===== src/rtl/arb_pkg.sv =====
// Shared constants and types for the 8-way grant arbiter.
// Pure declarations: no logic, no latency, no flow control.
package arb_pkg;

    localparam int N_REQ = 8;
    localparam int IDX_W = 3;

    typedef enum logic {
        IDLE = 1'b0,
        BUSY = 1'b1
    } state_t;

    typedef logic [N_REQ-1:0] req_vec_t;

endpackage


===== src/rtl/prio_pick8.sv =====
// Winner selection over 8 request lines: highest index (mode 0) or round-robin after base (mode 1).
// Latency: combinational. No backpressure; found=0 when no line is requesting.
module prio_pick8
    import arb_pkg::*;
(
    input  req_vec_t         req,
    input  logic [IDX_W-1:0] base,
    input  logic             mode,
    output logic [IDX_W-1:0] idx,
    output logic             found
);

    logic [IDX_W-1:0] start;
    req_vec_t         rot;
    logic [IDX_W-1:0] hi_idx;
    logic [IDX_W-1:0] lo_idx;

    // Rotation puts line base+1 at position 0, so the lowest set bit of rot is the
    // round-robin winner and base itself is reached last; index arithmetic wraps at 8.
    assign start = base + IDX_W'(1);

    always_comb begin
        rot    = '0;
        hi_idx = '0;
        lo_idx = '0;
        for (int i = 0; i < N_REQ; i++) begin
            rot[i] = req[start + IDX_W'(i)];
        end
        for (int i = 0; i < N_REQ; i++) begin
            if (req[i]) hi_idx = IDX_W'(i);
        end
        for (int i = N_REQ - 1; i >= 0; i--) begin
            if (rot[i]) lo_idx = IDX_W'(i);
        end
    end

    assign found = |req;
    assign idx   = mode ? (start + lo_idx) : hi_idx;

endmodule


===== src/rtl/rr_prio_arbiter.sv =====
// 8-requester grant arbiter with fixed/round-robin selection, hold limit and forced-release pulse.
// Latency: 1 cycle request-to-grant; owner holds until done, request drop or HOLD_MAX cycles; no preemption.
module rr_prio_arbiter
    import arb_pkg::*;
#(
    parameter int HOLD_MAX = 16,
    parameter int CNT_W    = $clog2(HOLD_MAX)
) (
    input  logic       clk,
    input  logic       rst,
    input  logic [7:0] req,
    input  logic       done,
    input  logic       mode,
    output logic [7:0] grant,
    output logic [2:0] grant_idx,
    output logic       grant_valid,
    output logic       timeout
);

    state_t           state_q, state_d;
    logic [CNT_W-1:0] hold_cnt_q, hold_cnt_d;
    logic [IDX_W-1:0] rr_last_q, rr_last_d;
    req_vec_t         grant_q, grant_d;
    logic [IDX_W-1:0] grant_idx_q, grant_idx_d;
    logic             grant_valid_q, grant_valid_d;
    logic             timeout_q, timeout_d;

    logic [IDX_W-1:0] pick_idx;
    logic             pick_found;
    logic             rel_done;
    logic             rel_drop;
    logic             rel_lim;

    prio_pick8 u_pick (
        .req   (req),
        .base  (rr_last_q),
        .mode  (mode),
        .idx   (pick_idx),
        .found (pick_found)
    );

    assign rel_done = done;
    assign rel_drop = ~req[grant_idx_q];
    assign rel_lim  = (hold_cnt_q == CNT_W'(HOLD_MAX - 1));

    always_comb begin
        state_d       = state_q;
        hold_cnt_d    = hold_cnt_q;
        rr_last_d     = rr_last_q;
        grant_d       = grant_q;
        grant_idx_d   = grant_idx_q;
        grant_valid_d = grant_valid_q;
        timeout_d     = 1'b0;
        unique case (state_q)
            IDLE: begin
                if (pick_found) begin
                    state_d       = BUSY;
                    grant_d       = req_vec_t'(1) << pick_idx;
                    grant_idx_d   = pick_idx;
                    grant_valid_d = 1'b1;
                    hold_cnt_d    = '0;
                end else begin
                    grant_d       = '0;
                    grant_idx_d   = '0;
                    grant_valid_d = 1'b0;
                end
            end
            BUSY: begin
                if (rel_done || rel_drop || rel_lim) begin
                    state_d       = IDLE;
                    grant_d       = '0;
                    grant_idx_d   = '0;
                    grant_valid_d = 1'b0;
                    rr_last_d     = grant_idx_q;
                    // Only a pure hold-limit release counts as forced.
                    timeout_d     = rel_lim && !rel_done && !rel_drop;
                end else begin
                    hold_cnt_d    = hold_cnt_q + CNT_W'(1);
                end
            end
            default: begin
                state_d = IDLE;
            end
        endcase
    end

    always_ff @(posedge clk or posedge rst) begin
        if (rst) begin
            state_q       <= IDLE;
            hold_cnt_q    <= '0;
            rr_last_q     <= IDX_W'(N_REQ - 1);
            grant_q       <= '0;
            grant_idx_q   <= '0;
            grant_valid_q <= 1'b0;
            timeout_q     <= 1'b0;
        end else begin
            state_q       <= state_d;
            hold_cnt_q    <= hold_cnt_d;
            rr_last_q     <= rr_last_d;
            grant_q       <= grant_d;
            grant_idx_q   <= grant_idx_d;
            grant_valid_q <= grant_valid_d;
            timeout_q     <= timeout_d;
        end
    end

    assign grant       = grant_q;
    assign grant_idx   = grant_idx_q;
    assign grant_valid = grant_valid_q;
    assign timeout     = timeout_q;

endmodule


===== config.mk =====
export PLATFORM = sky130hd
export DESIGN_NAME = rr_prio_arbiter
export DESIGN_NICKNAME = d
export VERILOG_FILES = /design/src/rtl/arb_pkg.sv /design/src/rtl/prio_pick8.sv /design/src/rtl/rr_prio_arbiter.sv
export SDC_FILE = /design/constraint.sdc
export NUM_CORES = 1
export LEC_CHECK = 0
export ABC_AREA = 1
export CAP_MARGIN = 0
export CORE_MARGIN = 2
export CORE_UTILIZATION = 50
export DETAILED_ROUTE_END_ITERATION = 8
export PLACE_DENSITY = 0.74
export SLEW_MARGIN = 20
export SYNTH_ARGS = -nofsm -noshare
export SYNTH_HDL_FRONTEND = slang
export SYNTH_SLANG_ARGS = --single-unit

===== constraint.sdc =====
create_clock -name clk -period 8.15 [get_ports clk]
set_input_delay 2.0375 -clock clk [delete_from_list [all_inputs] [get_ports clk]]
set_output_delay 2.0375 -clock clk [all_outputs]
set_load 0.005 [all_outputs]

=== Word-level counts from Yosys, hierarchy flattened ===
Index checks and enable logic that the tools add are counted.

* Bits in registers: 21
* Input port bits: 12
* Output and inout bits: 13
* Logic and storage cells: 91

* $add $sub $neg: 10
* $lt $le $gt $ge: 9
* Eq/ne operators: 4
* Shift operators: 1
* Muxes and demuxes: 50
* Bitwise logic cells: 2
* Reductions and logical operators: 8

{| class="wikitable"
|+ Operator list
! cell !! count
|-
| 3-bit two-way mux || 15
|-
| 3-bit by 4-bit less-than comparator with 1-bit output, second input constant || 9
|-
| 1-bit binary-select mux with 3-bit select || 9
|-
| 8-bit two-way mux || 2
|-
| 8-bit case mux with 2 select lines || 1
|-
| 1-bit two-way mux || 15
|-
| 3-bit adder, second input constant || 4
|-
| 4-bit two-way mux || 2
|-
| 4-bit case mux with 2 select lines || 1
|-
| 8-bit OR reduction || 1
|-
| 1-bit by 3-bit left shift with 8-bit output, first input constant || 1
|-
| 3-bit by 1-bit adder with 3-bit output, second input constant || 2
|-
| 3-bit by 2-bit adder with 3-bit output, second input constant || 2
|-
| 3-bit case mux with 2 select lines || 1
|-
| 4-bit by 1-bit adder with 4-bit output, second input constant || 1
|-
| 4-bit equality test, second input constant || 1
|-
| 2-bit two-way mux || 2
|-
| 2-bit != test, second input constant || 2
|-
| 1-bit case mux with 2 select lines || 2
|-
| 2-bit AND reduction || 2
|-
| 3-bit adder || 1
|-
| 1-bit logical AND || 2
|-
| 1-bit logical OR || 2
|-
| 2-bit by 1-bit != test with 1-bit output, second input constant || 1
|-
| other kinds (2) || 3
|}

=== Longest topological paths before layout ===
* Word-level depth: 17
* Depth in mapped cells: 25
* Gate-level depth less buffers: 22

=== Modules after synthesis ===
From an unflattened synthesis, not the netlist that was laid out.

* Cells, all modules: 298
* Area total of the unflattened synthesis: 1780.5 um2

{| class="wikitable"
|+ Modules (own cells, without submodules)
! module !! times used !! cells an instance !! area each (um2) !! seq. area each (um2)
|-
| rr_prio_arbiter || 1 || 118 || 987.2 || 529.3
|-
| prio_pick8 || 1 || 180 || 793.3 || 0.0
|}

=== Worst setup path before layout ===
No wires, ideal clock.

* Path kind: input -> register
* Start point: input req[0]
* End point: register grant_q[6] (netlist: grant[6])
* Library setup time: 0.065 ns
* Arrival time: 3.981 ns
* Data required time: 8.085 ns
* Setup slack: 4.105 ns
* Stages on the path: 19
* Path buffers: 0
* Cell sequence: nand2_1 > nand2_1 > nand2_1 > nand2_1 > nand2_1 > nand2_1 > a21oi_1 > o21bai_1 > nand2_1 > nand2_1 > a21boi_0 > ha_1 > fa_1 > nor2_1 > a31oi_1 > nand2_1 > nor2_1 > nand3_1 > nand2_1

* Word-level cells in the longest chain between the ends: 15
* Elaborated cells on any way between the ends: 36
* Classes of those cells: add/sub: 1; eq/ne: 1; shift: 1; mux: 29; bitwise: 1; reduce/logical: 3

{| class="wikitable"
|+ Ends and longest elaborated chain
! what !! RTL line !! text
|-
| from (decl) || rr_prio_arbiter.sv:11 || <nowiki>input logic [7:0] req,</nowiki>
|-
| 1-bit binary-select mux with 3-bit select || prio_pick8.sv:27 || <nowiki>rot[i] = req[start + IDX_W'(i)];</nowiki>
|-
| 1-bit two-way mux (not written as such) || prio_pick8.sv:27 ||
|-
| 3-bit two-way mux (8 in series) || prio_pick8.sv:33 || <nowiki>if (rot[i]) lo_idx = IDX_W'(i);</nowiki>
|-
| 3-bit adder || prio_pick8.sv:38 || <nowiki>assign idx = mode ? (start + lo_idx) : hi_idx;</nowiki>
|-
| 3-bit two-way mux || prio_pick8.sv:38 ||
|-
| 1-bit by 3-bit left shift with 8-bit output || rr_prio_arbiter.sv:58 || <nowiki>grant_d = req_vec_t'(1) << pick_idx;</nowiki>
|-
| 8-bit two-way mux || rr_prio_arbiter.sv:56 || <nowiki>if (pick_found) begin</nowiki>
|-
| 8-bit case mux with 2 select lines || rr_prio_arbiter.sv:54 || <nowiki>unique case (state_q)</nowiki>
|-
| to (signal assigned) || rr_prio_arbiter.sv:100 || <nowiki>grant_q <= grant_d;</nowiki>
|-
| to (decl) || rr_prio_arbiter.sv:23 || <nowiki>req_vec_t grant_q, grant_d;</nowiki>
|}

Parallel ways exist; a longest one is shown, timed or not. The select of a mux whose other input is x is not followed.
A chain may end at the register's enable or synchronous reset.

=== Final worst setup path ===
* Start point: input req[2]
* End point: register grant_q[2] (netlist: grant[2])

The elaborated chain is that of the path after synthesis.

==> run summary <==
RSZ-0062 raised after global routing = false
CTS sink cnt = 21
Post-route ant nets = 0
Via/cell ratio = 5.199
P&R area growth vs syn = 15.32%
Yosys warns = 0
Core Region = 3363 um^2
Post-CTS Hold Buffers = 0
Run status = completed
Min Clock Period, post-route = 4699 ps
HPWL after DPL = 3280 um
Pin count of the biggest net entering global routing = 22
Drt initial violations = 95
Die Area = 4020 um^2
Syn Area/Cell = 6.126 um^2
Peak VDD IR = 0.1838 mV
Comb power frac = 0.722
Actual transition at the worst max-transition pin = 770.1 ps
Commonest non-fill, non-tap cell in the layout = nand2_1
Sequential power share = 0.219
Slew Limit Fails = 0
Gpl congestion = 0.9450
CP Launch Type = primary input
Die Wd = 63.40 um
Synth Cell Area = 1764 um^2
Max_slew headroom = 0.4861
Nets = 328
Antenna violations before repair = 0
Most frequent cells in the layout = 145 x nand2_1, 26 x nand3_1, 24 x clkdlybuf4s50_1
Syn nets = 305
CTS tree = yes
Post-Route WL = 4161 um
Initial core utilization = 0.5246
Leak = 1.125 nW
CP arrival = 4940 ps
# fillers = 341
Sw frac = 0.5432
Final Core Density = 0.6049
ANT cells = 0
Vias in the first global route = 1,699
Netlist cell types = 28
Critical path type = primary input to flop
CTS buffer count = 3
Switching pwr = 453.4 uW
Worst hold path class = flop to flop
Clk pwr share = 0.058
H-Tree Depth = 1
IO Pins = 25
Setup bufs post-CTS = 0
Setup violators final = 0
CP endpoint kind = flop
Die Y = 63.40 um
First-pass GRT wire length = 7369 um
#FFs+latches synth = 21
Via count = 1,851
Final Skew = 11.51 ps
Max frequency = 212.8 MHz
Gr usage total = 0.2243
Post-CTS Resized = 0
Clock root cell = clkbuf_4
Port Buffers = 24
Setup TNS = 0 ps
Fin crit share = 0.5766
Hold Vio Cnt, Final = 0
Register area share after synthesis = 0.3000
Clock-pin slew on the worst setup and hold paths = 120 ps
WL/cell = 11.69 um
Layout cells sized above 1 = 0.07742
Insertion delay to the later sink of the worst-skew pair = 290 ps
Max cap viols = 0
Pwr dens = 410.3 nW/um^2
DRC viols = 0
Clock Path Buffers = 2
FP Rows = 21
Internal = 381.3 uW
Worst path required time = 8390 ps
CP Max Fanout = 5
Router iterations before antenna repair = 5
Mapped Cells = 288
GRT overflow = 0
sequential cells by signal (all words and copies together) (netlist names):
signal	cells
rr_last_q	3
hold_cnt_q	4
grant	8
grant_valid	1
state_q	1
grant_idx	3
timeout	1
metrics by stage:
stage	worst slack (ps)	power (mW)	hold WS, ps	std cells	cell area, um^2
global placement	3217	0.7763	464.1	352	2008
global route	3236	0.9319	520.7	356	2034
finish	3451	0.8347	484.0	356	2034
floorplan	4105	0.6460	465.4	288	1764
CTS	3493	0.8320	495.8	356	2034
detailed placement	3193	0.7806	464.1	352	2008
per-layer routing:
layer | up-vias | global-route usage | routed length, um
met4 | 0 | 0.08424 | 76
met2 | 45 | 0.3842 | 1953
met5 | - | 0 | 0
met3 | 8 | 0.03036 | 161
li1 | 952 | - | -
met1 | 846 | 0.2862 | 1970
power by group through the flow:
stage | Clock, mW | Sequential [mW] | Combinational, mW
CTS | 0.0492 | 0.182 | 0.600
detailed placement | 0 | 0.184 | 0.597
floorplan | 0 | 0.170 | 0.476
global placement | 0 | 0.186 | 0.591
global route | 0.0551 | 0.189 | 0.688
finish | 0.0485 | 0.183 | 0.603
area by class of cell:
| class | instances | area, um^2 | share of cell area |
|---|---|---|---|
| multi-input combinational | 236 | 1085 | 0.5332 |
| sequential | 21 | 529.3 | 0.2601 |
| timing repair buffer | 24 | 240.2 | 0.1181 |
| inverter | 25 | 96.34 | 0.04736 |
| tap | 46 | 57.56 | 0.02829 |
| clock buffer | 4 | 26.28 | 0.01292 |
final timing paths:
| kind | start | to | slack, ps | depth (start not counted) |
|---|---|---|---|---|
| hold reg to reg | grant_valid$_DFFE_PP0P_ | grant_valid$_DFFE_PP0P_ | 480 | 2 |
| min in group asynchronous | rst | grant[2]$_DFFE_PP0P_ | 2160 | 2 |
| hold / removal | grant_valid$_DFFE_PP0P_ | grant_valid$_DFFE_PP0P_ | 480 | 2 |
| max in group asynchronous | rst | grant_valid$_DFFE_PP0P_ | 5490 | 2 |
| setup reg to reg | rr_last_q[0]$_DFFE_PP1P_ | grant[2]$_DFFE_PP0P_ | 3950 | 21 |
| setup / recovery | req[2] | grant[2]$_DFFE_PP0P_ | 3450 | 20 |
cells by family after synthesis:
kind of cell	count (synthesis)	share of synthesized area
AO/OA/AOI/OAI	27	0.08298
XOR/XNOR	3	0.01490
adder cells (fa/ha/maj)	5	0.03972
buffers and inverters	31	0.08510
flip-flops	21	0.3000
multiplexers	1	0.005674
AND/OR/NAND/NOR	200	0.4716
cells in the mapped netlist:
library cell / instances / share of area
nand2_1: 145 / 0.31
nand3_1: 26 / 0.074
inv_1: 23 / 0.049
dfrtp_1: 18 / 0.26
nand2_2: 12 / 0.043
nor2_1: 12 / 0.026
o21ai_0: 12 / 0.034
a21oi_1: 8 / 0.023
ha_1: 4 / 0.028
buf_6: 3 / 0.019
dfstp_2: 3 / 0.045
a31oi_1: 2 / 0.0071
buf_4: 2 / 0.0085
nand3_2: 2 / 0.011
o21ai_1: 2 / 0.0057
xor2_1: 2 / 0.0099
a21boi_0: 1 / 0.0043
a21oi_2: 1 / 0.0050
buf_2: 1 / 0.0028
fa_1: 1 / 0.011
inv_2: 1 / 0.0021
inv_4: 1 / 0.0035
mux2i_1: 1 / 0.0057
nand4_1: 1 / 0.0035
nor2_2: 1 / 0.0035
nor3_1: 1 / 0.0028
o21bai_1: 1 / 0.0043
xnor2_1: 1 / 0.0050
critical path, stage by stage:
cell and delay, ps:
clkdlybuf4s50_1 590, nand2_1 120, nand2_1 90, nand2_1 40
nand2_1 60, nand2_1 40, nand2_1 90, a21oi_1 50
o21bai_1 130, nand2_1 70, nand2_1 60, a21boi_0 90
ha_1 200, fa_1 480, nor2_1 50, a31oi_1 290
nand2_1 120, nor2_1 150, nand3_1 110, nand2_1 70
No activity file was read; power rests on OpenSTA's default activity.
